===== src/rtl/ops_sched.sv =====
// Window scheduler: walks an o_side x o_side output grid, issuing one engine
// window per output pixel and tracking the top-left input offset of each window.
module ops_sched (
  input  logic        clk,
  input  logic        rst,
  input  logic        cmd_valid,
  input  logic [2:0]  op_type,
  input  logic [3:0]  stride,
  input  logic [7:0]  i_side,
  input  logic [7:0]  o_side,
  input  logic        eng_done,
  output logic        eng_start,
  output logic [2:0]  eng_op,
  output logic [15:0] img_addr,
  output logic [15:0] out_addr,
  output logic        load_next,
  output logic        busy,
  output logic        err
);

  typedef enum logic [2:0] {S_IDLE, S_SETUP, S_ISSUE, S_WAIT, S_ADV, S_DONE} state_t;

  state_t      state_q, state_d;
  logic [2:0]  op_q, op_d;
  logic [3:0]  stride_q, stride_d;
  logic [7:0]  iside_q, iside_d;
  logic [7:0]  oside_q, oside_d;
  logic [15:0] row_step_q, row_step_d;
  logic [15:0] row_base_q, row_base_d;
  logic [15:0] img_q, img_d;
  logic [15:0] out_q, out_d;
  logic [7:0]  ox_q, ox_d;
  logic [7:0]  oy_q, oy_d;
  logic        err_q, err_d;
  logic        hold_q, hold_d;

  logic        op_bad, op_nop, row_more, last_win;

  assign op_bad   = !(op_q == 3'b000 || op_q == 3'b001 || op_q == 3'b100 || op_q == 3'b101);
  assign op_nop   = (op_q == 3'b000) || (oside_q == 8'd0);
  assign row_more = ({1'b0, ox_q} + 9'd1) < {1'b0, oside_q};
  assign last_win = (ox_q == oside_q - 8'd1) && (oy_q == oside_q - 8'd1);

  always_comb begin
    state_d    = state_q;
    op_d       = op_q;
    stride_d   = stride_q;
    iside_d    = iside_q;
    oside_d    = oside_q;
    row_step_d = row_step_q;
    row_base_d = row_base_q;
    img_d      = img_q;
    out_d      = out_q;
    ox_d       = ox_q;
    oy_d       = oy_q;
    err_d      = err_q;
    hold_d     = hold_q;
    eng_start  = 1'b0;
    load_next  = 1'b0;
    case (state_q)
      S_IDLE: begin
        // First IDLE cycle after load_next ignores the still-high cmd_valid.
        hold_d = 1'b0;
        if (cmd_valid && !hold_q) begin
          op_d     = op_type;
          stride_d = stride;
          iside_d  = i_side;
          oside_d  = o_side;
          state_d  = S_SETUP;
        end
      end
      S_SETUP: begin
        row_step_d = 16'(stride_q) * 16'(iside_q);
        row_base_d = 16'd0;
        img_d      = 16'd0;
        out_d      = 16'd0;
        ox_d       = 8'd0;
        oy_d       = 8'd0;
        if (op_bad) begin
          err_d   = 1'b1;
          state_d = S_DONE;
        end else if (op_nop) begin
          state_d = S_DONE;
        end else begin
          state_d = S_ISSUE;
        end
      end
      S_ISSUE: begin
        eng_start = 1'b1;
        state_d   = S_WAIT;
      end
      S_WAIT: begin
        if (eng_done) state_d = S_ADV;
      end
      S_ADV: begin
        if (row_more) begin
          ox_d  = ox_q + 8'd1;
          img_d = img_q + 16'(stride_q);
        end else begin
          ox_d       = 8'd0;
          oy_d       = oy_q + 8'd1;
          row_base_d = row_base_q + row_step_q;
          img_d      = row_base_q + row_step_q;
        end
        out_d   = out_q + 16'd1;
        state_d = last_win ? S_DONE : S_ISSUE;
      end
      S_DONE: begin
        load_next = 1'b1;
        hold_d    = 1'b1;
        state_d   = S_IDLE;
      end
      default: state_d = S_IDLE;
    endcase
  end

  always_ff @(posedge clk) begin
    if (rst) begin
      state_q    <= S_IDLE;
      op_q       <= 3'd0;
      stride_q   <= 4'd0;
      iside_q    <= 8'd0;
      oside_q    <= 8'd0;
      row_step_q <= 16'd0;
      row_base_q <= 16'd0;
      img_q      <= 16'd0;
      out_q      <= 16'd0;
      ox_q       <= 8'd0;
      oy_q       <= 8'd0;
      err_q      <= 1'b0;
      hold_q     <= 1'b0;
    end else begin
      state_q    <= state_d;
      op_q       <= op_d;
      stride_q   <= stride_d;
      iside_q    <= iside_d;
      oside_q    <= oside_d;
      row_step_q <= row_step_d;
      row_base_q <= row_base_d;
      img_q      <= img_d;
      out_q      <= out_d;
      ox_q       <= ox_d;
      oy_q       <= oy_d;
      err_q      <= err_d;
      hold_q     <= hold_d;
    end
  end

  assign eng_op   = op_q;
  assign img_addr = img_q;
  assign out_addr = out_q;
  assign busy     = (state_q != S_IDLE);
  assign err      = err_q;

endmodule


===== config.mk =====
export PLATFORM = sky130hd
export DESIGN_NAME = ops_sched
export DESIGN_NICKNAME = d
export VERILOG_FILES = /design/src/rtl/ops_sched.sv
export SDC_FILE = /design/constraint.sdc
export NUM_CORES = 1
export LEC_CHECK = 0
export CAP_MARGIN = 20
export CELL_PAD_IN_SITES_DETAIL_PLACEMENT = 0
export CELL_PAD_IN_SITES_GLOBAL_PLACEMENT = 1
export CORE_AREA = 3 3 124 126
export DETAILED_ROUTE_END_ITERATION = 12
export DIE_AREA = 0 0 127 129
export PLACE_DENSITY = 0.9
export SYNTH_ARGS = -nofsm -noshare
export SYNTH_HDL_FRONTEND = slang
export SYNTH_SLANG_ARGS = --single-unit

===== constraint.sdc =====
create_clock -name clk -period 5.9 [get_ports clk]
set_input_delay 1.18 -clock clk [delete_from_list [all_inputs] [get_ports clk]]
set_output_delay 1.18 -clock clk [all_outputs]
set_load 0.02 [all_outputs]

==> results of run 1 <==
-- metal layers --
layer  vias up  share of wire
met5         -              0
met4         0          0.011
met3        14          0.024
met2        78           0.49
met1      2852           0.47
li1       3112              -
-- worst min-delay path: cells and delay by family (launching register included) --
| family | cells | cell delay (ps) |
|---|---|---|
| simple gates | 1 | 50 |
| compound gates | 1 | 50 |
| flops | 1 | 310 |
-- kinds of logic (layout without fill, tap and decap cells) --
| logic type | Yosys count | count (layout) | synth area share |
|---|---|---|---|
| AND/OR/NAND/NOR | 335 | 335 | 0.255 |
| XOR/XNOR | 28 | 28 | 0.0366 |
| multiplexers | 10 | 10 | 0.0155 |
| AO/OA/AOI/OAI | 226 | 226 | 0.213 |
| flip-flops | 104 | 104 | 0.311 |
| buffers and inverters | 78 | 125 | 0.0441 |
| adder cells (fa/ha/maj) | 59 | 59 | 0.126 |
-- cell type report --
type	count	area [µm²]	share of cell area
Timing Repair Buffer	71	693	0.0891
Inverter	38	143	0.0183
Clock buffer	9	225	0.0290
Multi-Input combinational cell	658	4330	0.556
Tap cell	184	230	0.0296
Clock inverter	7	78.8	0.0101
Sequential cell	104	2080	0.268
-- stage by stage --
| stage | std cells | hold slack (ps) |
|---|---|---|
| final | 1071 | 465 |
| after global routing | 1071 | 490 |
| after CTS | 1071 | 467 |
| after detailed placement | 1055 | 454 |
| after global placement | 1055 | 448 |
| after floorplan | 840 | 436 |
-- sequential cells by signal, summed over array words and instances, names as in the netlist, 8 cells and up --
name	count
out_addr	16
ox_q	8
row_step_q	12
row_base_q	16
img_addr	16
oy_q	8
oside_q	8
iside_q	8
-- report_power, final --
group	total [W]	switching (W)	internal, W	leakage (nW)
combinational	0.000353	0.000228	0.000125	2.04
clock	0.000619	0.000286	0.000333	0.139
sequential	0.000764	0.0000381	0.000726	0.841
total	0.00174	0.000552	0.00118	3.02
-- worst paths after layout --
path | end | slack, ps | startpoint | cells after the start
setup reg to reg | oy_q[2] | 2480 | ox_q[0] | 12
hold / removal | row_step_q[2] | 470 | row_step_q[2] | 2
hold reg to reg | row_step_q[2] | 470 | row_step_q[2] | 2
setup / recovery | oy_q[2] | 2480 | ox_q[0] | 12
-- cell usage after synthesis, types with 3 or more instances --
cell,count
xor2_1,14
a21o_1,6
a211o_1,4
o2111ai_1,4
a211oi_1,11
o31ai_1,5
or2_2,7
dfxtp_1,104
o21a_1,7
clkbuf_1,36
and2_1,37
or3_1,14
nand3b_1,10
nand3_1,37
a31oi_1,14
xnor2_1,14
nand2_1,112
nor3_1,20
o21ai_0,34
o211ai_1,15
a21oi_1,87
and3_1,13
and4_1,7
nor2_1,42
o21bai_1,6
mux2i_1,7
a22oi_1,7
o311ai_0,3
nor2b_1,7
fa_1,14
a41o_1,3
ha_1,45
inv_1,38
nand4_1,11
nor3b_1,8
mux2_2,3
==> run_results.csv, run 1 <==
group,metric,value,unit
synthesis,yosysSeqAreaShare,0.311,
timing,fin_crit,3420,ps
final_layout,synthToLayoutAreaGrowth,16.1,%
synthesis,netlist-cell-type-count,59,
global_routing,grt_start_max_net_pins,87,
synthesis,synth_edf_count,0,
synthesis,synthesis.instances,840,
floorplan,start_util,0.465,
routing,drtIter0Drc,446,
timing,tns,0,ps
routing,via_count,6056,
final_layout,final_util,0.539,
critical_path,crit_family,"compound AO/OA/AOI/OAI gates",
power,power_density,223,nW/µm²
final_layout,layout-drive-gt1-share,0.0451,
power,total_power,0.00174,W
routing,post_drt_wl_per_cell,15.4,µm
job,maxCapViolations,0,
routing,via_per_inst,5.65,
global_routing,busiest_layer,"met2",
routing,drt.antenna.violating_nets,0,
clocking,cts_root_buf,"clkbuf_16",
timing,rsz0062_at_grt,"false",
synthesis,synth_nets,926,
synthesis,yosys_warnings,0,
final_layout,layout_commonest_cell,"nand2_1",
synthesis,synth_area_leaders,"dfxtp_1 31%, ha_1 8.4%, a21oi_1 6.5%",
synthesis,synth_top_area_frac,0.311,
timing,finalCritPeriodShare,0.580,
global_routing,gr-usage-met3,0.0249,
synthesis,synth_seq_cells,104,
clocking,tritoncts,"built",
critical_path,critPathKind,"flip-flop to flip-flop",
clocking,cts_inserted_buffers,9,
placement,dpl.hpwl,12.1,mm
routing,drc,0,
synthesis,synthArstFlopShare,0,
timing,fmax,292,MHz
global_routing,grt_use_met1,0.267,
timing,fin_ws,2480,ps
synthesis,synth_top_cell_by_area,"dfxtp_1",
synthesis,synthesis.area,6700,µm²
final_layout,nNetsFinal,968,
placement,placed_area,7470,µm²
global_routing,track_usage,0.207,
floorplan,dieArea,16400,µm²
floorplan,die_height,129,µm
timing,timing.slew.headroom,0.395,
clocking,ctsHoldBuffers,0,
min_path,hold_class,"flip-flop to flip-flop",
floorplan,core,14400,µm²
global_routing,first_global_vias,5678,
floorplan,std_cell_rows,44,
final_layout,fillers,1422,
critical_path,critPathLaunchType,"flip-flop",
clocking,cts_resized,0,
clocking,clk_path_buf_depth,2,
critical_path,crit_path_end_kind,"flip-flop",
final_layout,final_cell_area,7780,µm²
routing,finalWirelength,16.5,mm
critical_path,cp_num_buf_inv,1,
critical_path,cp_max_fo,28,
synthesis,ys.flop_type,"dfxtp_1",
placement,finalWeightedCongestion,0.843,
global_routing,grt_pass1_wl,28.0,mm
timing,max_slew.worst_pin.slew,908,ps
timing,skew,6.67,ps
clocking,cts_setup_buffers,0,
final_layout,diodes,0,
routing,drtPass1Iterations,5,
clocking,clk_latency,360,ps
floorplan,ios,66,
clocking,clock_sinks,104,
global_routing,grt_remaining_overflow,0,
critical_path,slowest_delay,480,ps
timing,timing.final.hold_violations,0,
clocking,htree_num_levels,3,
critical_path,arrival,3730,ps
critical_path,critical_path.slowest_cell,"a2111oi_0",
run_status,status,"finished, final reports clean",
clocking,cts.clk_slew.worst_paths,70,ps
global_routing,use_met2,0.361,
floorplan,die_w,127,µm
synthesis,avgSynthCellArea,7.98,µm²
timing,setup_violations,0,
timing,slew_violations,0,
critical_path,required,6210,ps
final_layout,final_cell_mix,"112 x nand2_1, 104 x dfxtp_1, 86 x a21oi_1",
power,ir_drop,0.116,mV
placement,pre_cts_slack,2510,ps
critical_path,crit_path_cell_trace,"ha_1 > and3_1 > and3_1 > xor2_1 > ha_1 > a211o_1 > o221ai_1 > a21oi_2 > buf_4 > o21a_1 > a2111oi_0 > a31o_2",
global_routing,antenna_found_initial,0,
placement,io_buffer_count,65,
power,p_leak,3.02,nW
No activity file was read; power rests on OpenSTA's default activity.
==> run 2: changes to the inputs <==
- CORE_AREA: 3 3 124 126 -> 3 3 129 131
- DIE_AREA: 0 0 127 129 -> 0 0 132 134
- PLACE_DENSITY: 0.9 -> 0.85
- clock period: 5.9 -> 3.2 ns (I/O delays scaled with it)
==> run_results.csv, run 2 (synthesis results as in run 1) <==
group,metric,value,unit
critical_path,required,3430,ps
critical_path,cp_num_buf_inv,1,
routing,post_drt_wl_per_cell,14.9,µm
global_routing,grt_remaining_overflow,0,
clocking,clk_latency,350,ps
routing,drtPass1Iterations,4,
timing,skew,6.09,ps
floorplan,die_w,132,µm
global_routing,grt_pass1_wl,28.0,mm
critical_path,cp_max_fo,11,
critical_path,critPathLaunchType,"flip-flop",
timing,timing.slew.headroom,0.472,
routing,drtIter0Drc,273,
timing,fmax,329,MHz
clocking,clock_sinks,104,
timing,tns,0,ps
timing,setup_violations,0,
final_layout,diodes,0,
final_layout,layout-drive-gt1-share,0.0825,
power,seqPwrFrac,0.433,
floorplan,core,15700,µm²
global_routing,busiest_layer,"met2",
min_path,hold_class,"flip-flop to flip-flop",
final_layout,layout_commonest_cell,"nand2_1",
global_routing,first_global_vias,5649,
floorplan,std_cell_rows,46,
power,power.switching,0.00102,W
critical_path,crit_family,"compound AO/OA/AOI/OAI gates",
power,ir_drop,0.259,mV
global_routing,use_met2,0.328,
final_layout,fillers,1523,
timing,slew_violations,0,
critical_path,rr_worst_depth,12,
floorplan,ios,66,
floorplan,dieArea,17700,µm²
routing,via_per_inst,5.49,
global_routing,track_usage,0.190,
min_path,hold_path_depth,2,
global_routing,antenna_found_initial,0,
clocking,htree_num_levels,3,
critical_path,slowest_delay,350,ps
critical_path,arrival,3270,ps
global_routing,grt_use_met1,0.248,
clocking,cts.clk_slew.worst_paths,70,ps
floorplan,die_height,134,µm
placement,dpl.hpwl,12.4,mm
clocking,tritoncts,"built",
routing,drc,0,
power,sw_frac_of_total,0.315,
global_routing,gr-usage-met3,0.0364,
timing,max_slew.worst_pin.slew,789,ps
placement,io_buffer_count,65,
critical_path,crit_path_cell_trace,"ha_1 > and3_1 > and3_1 > xor2_1 > ha_1 > a211o_1 > o221ai_1 > a21oi_2 > o21ai_2 > buf_6 > nand2_1 > o311ai_0",
clocking,cts_root_buf,"clkbuf_16",
critical_path,crit_path_end_kind,"flip-flop",
final_layout,final_cell_mix,"111 x nand2_1, 99 x dfxtp_1, 84 x a21oi_1",
critical_path,cp_num_cells,12,
placement,finalWeightedCongestion,0.814,
power,p_leak,3.15,nW
power,p_int,0.00222,W
final_layout,nNetsFinal,990,
routing,drt.antenna.violating_nets,0,
clocking,ctsHoldBuffers,0,
clocking,cts_inserted_buffers,9,
global_routing,grt_start_max_net_pins,45,
run_status,status,"finished, final reports clean",
power,power_frac_comb,0.218,
timing,timing.final.hold_violations,0,
power,p_clk_frac,0.349,
power,power_density,403,nW/µm²
routing,via_count,6175,
floorplan,start_util,0.426,
timing,finalCritPeriodShare,0.950,
timing,holdWs,459,ps
timing,fin_crit,3040,ps
final_layout,synthToLayoutAreaGrowth,19.9,%
critical_path,critical_path.slowest_cell,"dfxtp_1",
critical_path,critPathKind,"flip-flop to flip-flop",
job,maxCapViolations,0,
routing,finalWirelength,16.7,mm
clocking,clk_path_buf_depth,2,
## run 2: changes by cell type in the layout (fill, tap and decap cells not counted), sizes merged
cell      before  now
buf            7   29
clkinv         1    3
clkinvlp       3    1
## run 2: repair_timing
action,in CTS,in global routing
setup endpoints to repair,0,9
setup buffers,0,2
gates resized for setup,0,18
## run 2: area by class of cell
class,count,area (µm²),share of cell area
Clock buffer,9,225,0.0280
Clock inverter,7,70.1,0.00872
Inverter,38,143,0.0178
Multi-Input combinational cell,658,4370,0.545
Sequential cell,104,2090,0.260
Tap cell,216,270,0.0336
Timing Repair Buffer,93,860,0.107
## run 2: tightest hold or removal path, stage by stage, from the launching register on
cell and delay [ps]:
dfxtp_1 310, nand2_1 50, a21oi_1 50
## run 2: power by group through the flow
stage	logic (W)	clock network, W	registers, W
after global placement	0.000692	0	0.00143
after detailed placement	0.000695	0	0.00143
after floorplan	0.000473	0	0.00141
final	0.000708	0.00113	0.00140
after global routing	0.000795	0.00122	0.00141
after CTS	0.000699	0.00116	0.00140
## run 2: final timing paths
kind / slack [ps] / from / end
setup / recovery: 160 / ox_q[0] / row_base_q[13]
setup reg to reg: 160 / ox_q[0] / row_base_q[13]
hold reg to reg: 460 / oside_q[6] / oside_q[6]
hold / removal: 460 / oside_q[6] / oside_q[6]
## run 2: layer usage
layer  share of wire  vias up
met5               0        -
met4           0.010        0
met3           0.026       13
met2            0.49       88
met1            0.48     2926
li1                -     3148
## run 2: metrics by stage
stage,power [W],std cells,util,area [µm²],worst slack (ps)
5_1_grt,0.00342,1125,0.511,8030,-35.5
4_1_cts,0.00326,1122,0.506,7950,7.06
3_3_place_gp,0.00212,1106,0.487,7660,72.5
3_5_place_dp,0.00213,1106,0.487,7660,24.8
6_report,0.00324,1125,0.511,8030,161
2_1_floorplan,0.00189,840,-,6700,203
==> run 3: changes to the inputs <==
- CTS_CLUSTER_DIAMETER: unset -> 150
==> results of run 3 <==
Final layout, timing and power as in run 2 (identical DEF).
